==> src/rtl/des_key_schedule_if.sv <==
// Signal bundle between des_key_schedule and its neighbours: key load plus the C/D pair handshake.
// The decrypt member exists only when DES_DECRYPT_EN is defined.
interface des_key_schedule_if;
  logic        start;
  logic [64:1] key_in;
  logic        busy;
  logic        done;
  logic        cd_valid;
  logic        cd_ready;
  logic [28:1] c_out;
  logic [28:1] d_out;
  logic [4:0]  round_num;
`ifdef DES_DECRYPT_EN
  logic        decrypt;

  // master: the key schedule itself; slave: controller + PC-2 consumer side
  modport master (
    input  start, key_in, cd_ready, decrypt,
    output busy, done, cd_valid, c_out, d_out, round_num
  );
  modport slave (
    output start, key_in, cd_ready, decrypt,
    input  busy, done, cd_valid, c_out, d_out, round_num
  );
`else
  modport master (
    input  start, key_in, cd_ready,
    output busy, done, cd_valid, c_out, d_out, round_num
  );
  modport slave (
    output start, key_in, cd_ready,
    input  busy, done, cd_valid, c_out, d_out, round_num
  );
`endif
endinterface

==> src/rtl/des_key_schedule.sv <==
// Sequential DES key schedule front end: PC-1, then 16 rounds of C/D rotation behind a valid/ready pair.
// Optional DES_DECRYPT_EN adds a decrypt input that presents the pairs in reverse (K16..K1) order.
module des_key_schedule #(
  parameter logic [15:0] SHIFT2_MASK = 16'h7EFC
) (
  input logic              clk,
  input logic              rst_n,
  des_key_schedule_if.master kbus
);

  typedef enum logic {S_IDLE, S_ROUND} state_t;
  typedef logic [28:1] half_t;

  // FIPS-order rotations: bit 1 is the leftmost bit, so "left" moves bits toward index 1.
  function automatic half_t rotl1(input half_t x);
    return {x[1], x[28:2]};
  endfunction

  function automatic half_t rotl(input half_t x, input logic two);
    return two ? rotl1(rotl1(x)) : rotl1(x);
  endfunction

`ifdef DES_DECRYPT_EN
  function automatic half_t rotr1(input half_t x);
    return {x[27:1], x[28]};
  endfunction

  function automatic half_t rotr(input half_t x, input logic two);
    return two ? rotr1(rotr1(x)) : rotr1(x);
  endfunction
`endif

  state_t      state_q, state_d;
  half_t       c_q, c_d, d_q, d_d;
  logic [4:0]  round_q, round_d;
  logic        done_q, done_d;
  logic [64:1] key;
  half_t       key_c, key_d;
  logic        enc_two;
`ifdef DES_DECRYPT_EN
  logic        dec_q, dec_d;
  logic        dec_two;
`endif

  assign key = kbus.key_in;

  // PC-1, listed from C/D bit 28 down to bit 1; parity bits 8,16..64 never appear.
  assign key_c = {key[36], key[44], key[52], key[60], key[3],  key[11], key[19],
                  key[27], key[35], key[43], key[51], key[59], key[2],  key[10],
                  key[18], key[26], key[34], key[42], key[50], key[58], key[1],
                  key[9],  key[17], key[25], key[33], key[41], key[49], key[57]};
  assign key_d = {key[4],  key[12], key[20], key[28], key[5],  key[13], key[21],
                  key[29], key[37], key[45], key[53], key[61], key[6],  key[14],
                  key[22], key[30], key[38], key[46], key[54], key[62], key[7],
                  key[15], key[23], key[31], key[39], key[47], key[55], key[63]};

  // Amount for the next round r+1 lives in mask bit r; decrypt uses encrypt round 17-r, bit 16-r.
  assign enc_two = SHIFT2_MASK[round_q[3:0]];
`ifdef DES_DECRYPT_EN
  assign dec_two = SHIFT2_MASK[4'd0 - round_q[3:0]];
`endif

  always_comb begin
    // NOTE: every output of this block gets a default first, so no path can infer a latch.
    state_d = state_q;
    c_d     = c_q;
    d_d     = d_q;
    round_d = round_q;
    done_d  = 1'b0;
`ifdef DES_DECRYPT_EN
    dec_d   = dec_q;
`endif
    case (state_q)
      S_IDLE: begin
        if (kbus.start) begin
`ifdef DES_DECRYPT_EN
          dec_d = kbus.decrypt;
          if (kbus.decrypt) begin
            c_d = key_c;
            d_d = key_d;
          end else begin
            c_d = rotl(key_c, SHIFT2_MASK[0]);
            d_d = rotl(key_d, SHIFT2_MASK[0]);
          end
`else
          c_d = rotl(key_c, SHIFT2_MASK[0]);
          d_d = rotl(key_d, SHIFT2_MASK[0]);
`endif
          round_d = 5'd1;
          state_d = S_ROUND;
        end
      end
      S_ROUND: begin
        if (kbus.cd_ready) begin
          if (round_q == 5'd16) begin
            round_d = 5'd0;
            done_d  = 1'b1;
            state_d = S_IDLE;
          end else begin
            round_d = round_q + 5'd1;
`ifdef DES_DECRYPT_EN
            if (dec_q) begin
              c_d = rotr(c_q, dec_two);
              d_d = rotr(d_q, dec_two);
            end else begin
              c_d = rotl(c_q, enc_two);
              d_d = rotl(d_q, enc_two);
            end
`else
            c_d = rotl(c_q, enc_two);
            d_d = rotl(d_q, enc_two);
`endif
          end
        end
      end
      default: state_d = S_IDLE;
    endcase
  end

  // NOTE: state registers use non-blocking assignments so every flop samples pre-edge values.
  always_ff @(posedge clk or negedge rst_n) begin
    if (!rst_n) begin
      state_q <= S_IDLE;
      c_q     <= '0;
      d_q     <= '0;
      round_q <= 5'd0;
      done_q  <= 1'b0;
`ifdef DES_DECRYPT_EN
      dec_q   <= 1'b0;
`endif
    end else begin
      state_q <= state_d;
      c_q     <= c_d;
      d_q     <= d_d;
      round_q <= round_d;
      done_q  <= done_d;
`ifdef DES_DECRYPT_EN
      dec_q   <= dec_d;
`endif
    end
  end

  // Every ROUND cycle holds a valid pair, so valid and busy both follow the state.
  assign kbus.busy      = (state_q == S_ROUND);
  assign kbus.cd_valid  = (state_q == S_ROUND);
  assign kbus.c_out     = c_q;
  assign kbus.d_out     = d_q;
  assign kbus.round_num = round_q;
  assign kbus.done      = done_q;

endmodule

==> src/flat_wrapper.sv <==
// flat-port wrapper written by rule: the top's interface ports become plain ports
module des_key_schedule_flat 
#(
  parameter logic [15:0] SHIFT2_MASK = 16'h7EFC
)
  (clk, rst_n, kbus_start, kbus_key_in, kbus_cd_ready, kbus_busy, kbus_done, kbus_cd_valid, kbus_c_out, kbus_d_out, kbus_round_num);
  des_key_schedule_if kbus_i ();
  input logic clk;
  input logic rst_n;
  input wire logic [$bits(kbus_i.start)-1:0] kbus_start;
  input wire logic [$bits(kbus_i.key_in)-1:0] kbus_key_in;
  input wire logic [$bits(kbus_i.cd_ready)-1:0] kbus_cd_ready;
  output wire logic [$bits(kbus_i.busy)-1:0] kbus_busy;
  output wire logic [$bits(kbus_i.done)-1:0] kbus_done;
  output wire logic [$bits(kbus_i.cd_valid)-1:0] kbus_cd_valid;
  output wire logic [$bits(kbus_i.c_out)-1:0] kbus_c_out;
  output wire logic [$bits(kbus_i.d_out)-1:0] kbus_d_out;
  output wire logic [$bits(kbus_i.round_num)-1:0] kbus_round_num;
  assign kbus_i.start = kbus_start;
  assign kbus_i.key_in = kbus_key_in;
  assign kbus_i.cd_ready = kbus_cd_ready;
  assign kbus_busy = kbus_i.busy;
  assign kbus_done = kbus_i.done;
  assign kbus_cd_valid = kbus_i.cd_valid;
  assign kbus_c_out = kbus_i.c_out;
  assign kbus_d_out = kbus_i.d_out;
  assign kbus_round_num = kbus_i.round_num;
  des_key_schedule #(.SHIFT2_MASK(SHIFT2_MASK)) u_core (.clk(clk), .rst_n(rst_n), .kbus(kbus_i));
endmodule
==> config.mk <==
export PLATFORM = sky130hd
export DESIGN_NAME = des_key_schedule_flat
export DESIGN_NICKNAME = d
export VERILOG_FILES = /design/src/rtl/des_key_schedule_if.sv /design/src/rtl/des_key_schedule.sv /design/src/flat_wrapper.sv
export SDC_FILE = /design/constraint.sdc
export NUM_CORES = 1
export LEC_CHECK = 0
export BUFFER_PORTS_ARGS = -buffer_cell sky130_fd_sc_hd__buf_2
export CORE_MARGIN = 2
export CORE_UTILIZATION = 24
export CTS_CLUSTER_SIZE = 20
export DETAILED_ROUTE_END_ITERATION = 10
export GPL_TIMING_DRIVEN = 0
export PLACE_DENSITY = 0.47
export SLEW_MARGIN = 20
export SYNTH_ARGS = -nofsm -noshare
export SYNTH_HDL_FRONTEND = slang
export SYNTH_SLANG_ARGS = --single-unit
==> constraint.sdc <==
create_clock -name clk -period 2.6 [get_ports clk]
set_input_delay 0.26 -clock clk [delete_from_list [all_inputs] [get_ports clk]]
set_output_delay 0.26 -clock clk [all_outputs]
set_load 0.02 [all_outputs]
==> flow_metrics.tcl, run 1 <==
set metrics [dict create \
    io_pins 132 \
    antenna_cells 0 \
    cts_max_path_buffers 2 \
    final_util_pct 31.8 \
    place_congestion 0.776 \
    rsz0062_at_grt "no" \
    finalSetupViolations 0 \
    tightest_slew_ps 685 \
    cts_tree "yes" \
    grt_pass1_vias 4049 \
    synth.avg_cell_area_um2 8.40 \
    path_delay_family "buffers and inverters" \
    rows 47 \
    dp_cells 823 \
    run_status "finished clean" \
    drt_wl_total_um 13400 \
    ir_drop_uv 303 \
    critPathMaxFanout 10 \
    final_cells 840 \
    die_h_um 134 \
    grt_first_pass_wirelength_um 21300 \
    clk_pin_slew_ps 50 \
    layout_min_cycle_time_ps 2200 \
    area_growth_pct 30.2 \
    die_area_um2 17900 \
    yosys.area.top_type_share_pct 39.1 \
    crit_path_top_delay_cell "dfrtp_1" \
    grt_antenna_before_repair 0 \
    ys_top_cells_by_area "dfrtp_1 (39%), mux2i_1 (14%), o211ai_1 (10%)" \
    maxSlewViolCount 0 \
    drt_iter0_drc 177 \
    hold_viol_final 0 \
    skew_ps 2.75 \
    critical_path.startpoint_type "flip-flop" \
    vias_per_cell 4.85 \
    fmax_ghz 0.455 \
    syn_inst 480 \
    layout_common_cells "buf_2 (154), dfrtp_1 (63), nor2_1 (61), nand2_1 (59)" \
    yosys.area.top_type "dfrtp_1" \
    dr.pass1.iters 5 \
    crit_chain "inv_1, ha_1, mux2_4, a21oi_2, buf_6, buf_2, o211ai_1" \
    drc_errors 0 \
    yosys_warnings 0 \
    critPathCaptureType "flip-flop" \
    wire_per_inst_um 16.0 \
    critPathBufInv 3 \
    cts_htree_levels 3 \
    grt.overflow.total 0 \
    drive_above_1_share_pct 28.9 \
    grt_util_all_layers_pct 14.9 \
    p_per_area_nw_per_um2 980 \
    final_antenna_net_count 0 \
    ys_seq_elements 63 \
    clk_latency_ps 330 \
    final_common_cell "buf_2" \
    finalSetupTns_ps 0 \
    dpl.hpwl_um 9790 \
    grt_max_degree 41 \
    path_class "reg -> reg" \
    cts_made_buffers 9 \
    maxCapViolCount 0 \
    syn-cell-area_um2 4030 \
    die_x_um 134 \
    ys_seq_area_share_pct 39.1 \
    core_area_um2 16500 \
    crit_arrival_ps 2390 \
    fin_nets 687 \
    cts_setup_buffers 0 \
    cts-root-buf "clkbuf_16" \
    start_util_pct 24.4 \
    synthDistinctLibCells 24 \
    numClockSinks 63 \
    hold_path.class "in -> reg" \
    slowest_delay_ps 470 \
    synth_fp_nets 552 \
    vias 4072 \
    portBuffers 122 \
    critPathRequiredTime_ps 2790 \
    slew_headroom_pct 54.4 \
    p_leak_nw 2.43 \
    fin_crit_sh_pct 84.5 \
]
-- layer usage --
metal	wire, um	GRT usage, %	up-vias	part of all wire, %
li1	-	-	1989	-
met1	6360	20.4	1936	47
met2	6150	23.4	132	46
met3	719	2.97	15	5.4
met4	203	5.56	0	1.5
met5	0	0	-	0
-- what timing repair did --
action,CTS,global route
hold endpoints to repair,23,0
hold buffers,1,0
resized for setup,0,0
-- kinds of logic (layout without fill, tap and decap cells) --
kind of cell	count (synthesis)	after routing	share of synthesized area (%)
adders and majority gates	4	4	1.24
AOI/OAI and AO/OA	122	122	19.1
and+or+nand+nor	181	181	18.9
xor gates and xnor gates	1	1	0.217
DFF	63	63	39.1
buffers and inverters	49	189	6.33
muxes	60	60	15.1
-- worst paths after layout --
check,startpoint,end,slack [ps],cells past startpoint
setup reg to reg,u_core.kbus.round_num[0],u_core.kbus.c_out[23],400,7
hold / removal,kbus_cd_ready,u_core.kbus.done,230,3
hold reg to reg,u_core.kbus.d_out[6],u_core.kbus.d_out[6],590,2
max in group asynchronous,rst_n,u_core.kbus.d_out[25],1680,3
setup / recovery,u_core.kbus.round_num[0],u_core.kbus.c_out[23],400,7
min in group asynchronous,rst_n,u_core.kbus.round_num[3],390,2
-- state kept, by name (all words and copies together), names as in the netlist --
signal                 count
u_core.kbus.busy           1
u_core.kbus.done           1
u_core.kbus.c_out         28
u_core.kbus.d_out         28
u_core.kbus.round_num      5
-- power by group --
part           internal (mW)  switching, mW
sequential              1.25          0.390
clock                  0.764          0.439
combinational          0.788           1.51
-- through the flow --
stage | worst slack (ps) | instance area (um^2) | power (mW) | hold WS [ps]
floorplan | 745 | 4030 | 3.10 | -35.6
global placement | 448 | 4920 | 3.93 | 571
detailed placement | 399 | 4950 | 3.97 | 205
CTS | 384 | 5250 | 5.21 | 225
global route | 268 | 5250 | 5.48 | 250
finish | 402 | 5250 | 5.14 | 232
-- synthesized netlist by cell type --
master	count
dfrtp_1	63
nor2_1	61
nand2_1	59
a21oi_1	58
mux2i_1	58
nand3_1	58
o211ai_1	56
buf_2	33
clkbuf_1	7
buf_4	4
ha_1	4
a22o_1	3
inv_1	3
buf_6	2
o21ai_0	2
a21boi_1	1
a21o_1	1
a21oi_2	1
mux2_2	1
mux2_4	1
nand4bb_1	1
nor2b_1	1
nor3_1	1
xnor2_1	1
-- worst reg2reg max path: stages (launching register included) --
cell	delay, ps
dfrtp_1	470
inv_1	100
ha_1	240
mux2_4	280
a21oi_2	370
buf_6	220
buf_2	250
o211ai_1	140
-- layout make-up --
| cell class | count | area, um^2 |
|---|---|---|
| clock buffers | 12 | 246 |
| plain buffers | 46 | 244 |
| multi-input cells | 368 | 2200 |
| inverters | 3 | 11.3 |
| fillers | 1807 | 11300 |
| flip-flops and latches | 63 | 1580 |
| repair buffers | 124 | 651 |
| clock inverters | 4 | 45.0 |
| well taps | 220 | 275 |
Power figures use the tool's default switching activity.
==> run 2, diff against run 1 <==
Settings changed: PLACE_DENSITY 0.47 to 0.48.
Clock period 2.6 ns to 1.8 ns, I/O delays scaled along.
==> flow_metrics.tcl, run 2 (same netlist as run 1, synthesis figures left out) <==
set metrics [dict create \
    grt_util_all_layers_pct 14.6 \
    fillers 1774 \
    grt_first_pass_wirelength_um 21000 \
    cp_common_cell "buf_12" \
    numClockSinks 63 \
    use_met1_pct 20.2 \
    die_area_um2 17900 \
    layout_common_cells "buf_2 (130), nor2_1 (61), dfrtp_1 (61), nand2_1 (59)" \
    grt_pass1_vias 3993 \
    gr-usage-met2_pct 23.2 \
    clk_latency_ps 330 \
    fmax_ghz 0.576 \
    skew_ps 5.42 \
    dpl.hpwl_um 9600 \
    vias 4129 \
    wire_per_inst_um 15.5 \
    tightest_slew_ps 473 \
    finalSetupViolations 0 \
    place_congestion 0.764 \
    worstHoldPathCells 4 \
    critPathRequiredTime_ps 2050 \
    clk_pin_slew_ps 60 \
    critPathCaptureType "flip-flop" \
    start_util_pct 24.4 \
    hold_path.class "in -> reg" \
    critical_path.startpoint_type "flip-flop" \
    dp_slack_ps -307 \
    cts_tree "yes" \
    final_antenna_net_count 0 \
    cts_htree_levels 3 \
    grt_antenna_before_repair 0 \
    antenna_cells 0 \
    cts_made_buffers 9 \
    p_leak_nw 2.57 \
    cts_max_path_buffers 2 \
    drt_iter0_drc 192 \
    vias_per_cell 4.87 \
    rows 47 \
    p_per_area_nw_per_um2 1530 \
    slew_headroom_pct 68.4 \
    slowest_delay_ps 370 \
    whs_ps 208 \
    area_growth_pct 38.9 \
    run_status "finished clean" \
    drc_errors 0 \
    fin_crit_sh_pct 96.4 \
    crit_path_top_delay_cell "dfrtp_2" \
    maxSlewViolCount 0 \
    critPathMaxFanout 6 \
    portBuffers 122 \
    layout_min_cycle_time_ps 1730 \
    ir_drop_uv 585 \
    cp_num_cells 9 \
    fin_nets 695 \
    hold_viol_final 0 \
    multiInputGateArea_um2 2270 \
    drt_wl_total_um 13100 \
    die_x_um 134 \
    maxCapViolCount 0 \
    crit_arrival_ps 1980 \
    crit_chain "inv_1, ha_4, mux2_4, a21oi_4, buf_12, buf_12, clkbuf_16, nand3_1, o211ai_1" \
    final_common_cell "buf_2" \
    grt_util_met3_pct 3.04 \
    dr.pass1.iters 4 \
    io_pins 132 \
    drive_above_1_share_pct 32.3 \
    die_h_um 134 \
    path_class "reg -> reg" \
    seqCellArea_um2 1580 \
    r2r_cells 9 \
    grt_max_degree 36 \
    finalSetupTns_ps 0 \
    critPathBufInv 4 \
    grt.overflow.total 0 \
    path_delay_family "buffers and inverters" \
    setup_slack_ps 65.3 \
    core_area_um2 16500 \
    cts-root-buf "clkbuf_16" \
    busiest_layer "met2" \
]
## run 2: cell types whose count changed in the layout (fill, tap and decap cells not counted), moves of 2 or more
cell	delta
buf_2	-24
buf_4	+16
clkbuf_1	-6
clkbuf_4	+5
buf_6	+4
buf_8	+4
buf_12	+3
clkbuf_2	+3
a21oi_4	+2
bufinv_16	+2
clkbuf_16	+2
dfrtp_1	-2
dfrtp_2	+2
## run 2: repair_timing
item / in CTS / in global routing
cloned: 0 / 2
resized for setup: 18 / 43
hold buffers: 1 / 0
hold endpoints to repair: 28 / 0
pin swaps: 1 / 6
buffers inserted: 5 / 3
endpoints found under the setup margin: 59 / 60
## run 2: path summary, 6_finish.rpt
check | startpoint | endpoint | slack [ps]
min in group asynchronous | rst_n | u_core.kbus.d_out[4] | 330
max | u_core.kbus.round_num[0] | u_core.kbus.c_out[15] | 70
min | kbus_cd_ready | u_core.kbus.round_num[0] | 210
max in group asynchronous | rst_n | u_core.kbus.c_out[7] | 920
max reg2reg | u_core.kbus.round_num[0] | u_core.kbus.c_out[15] | 70
min reg2reg | u_core.kbus.d_out[15] | u_core.kbus.d_out[15] | 580
## run 2: area by class of cell
class	count	share of cell area, %
multi-input cells	368	40.5
flip-flops and latches	63	28.2
repair buffers	134	13.7
plain buffers	44	6.32
well taps	220	4.92
clock buffers	10	4.27
clock inverters	6	1.92
inverters	3	0.201
## run 2: routing by layer
| metal | wire [um] | vias up |
|---|---|---|
| met1 | 6130 | 1969 |
| li1 | - | 2006 |
| met3 | 767 | 11 |
| met4 | 136 | 0 |
| met5 | 0 | - |
| met2 | 6110 | 143 |
## run 2: power by group
group	switching, mW	total, mW	internal, mW	leakage, nW
clock	0.663	2.05	1.39	0.168
sequential	0.558	2.37	1.81	0.848
combinational	2.35	4.15	1.80	1.56
total	3.57	8.56	4.99	2.57
## run 2: worst register-to-register path: cells and delay by family, from the launching register on
family	cells	cell delay (ps)
mux	1	280
compound gates	2	270
flops	1	370
fa+ha+maj	1	180
buf+inv	4	480
simple gates	1	70
## run 2: per-stage QoR
stage / instance area, um^2 / power, mW / util (%) / instances
finish: 5600 / 8.56 / 33.9 / 848
global route: 5600 / 9.07 / 33.9 / 848
CTS: 5380 / 8.01 / 32.6 / 843
detailed placement: 4940 / 5.71 / 29.9 / 823
global placement: 4920 / 5.67 / 29.8 / 822
floorplan: 4030 / 4.48 / - / 480
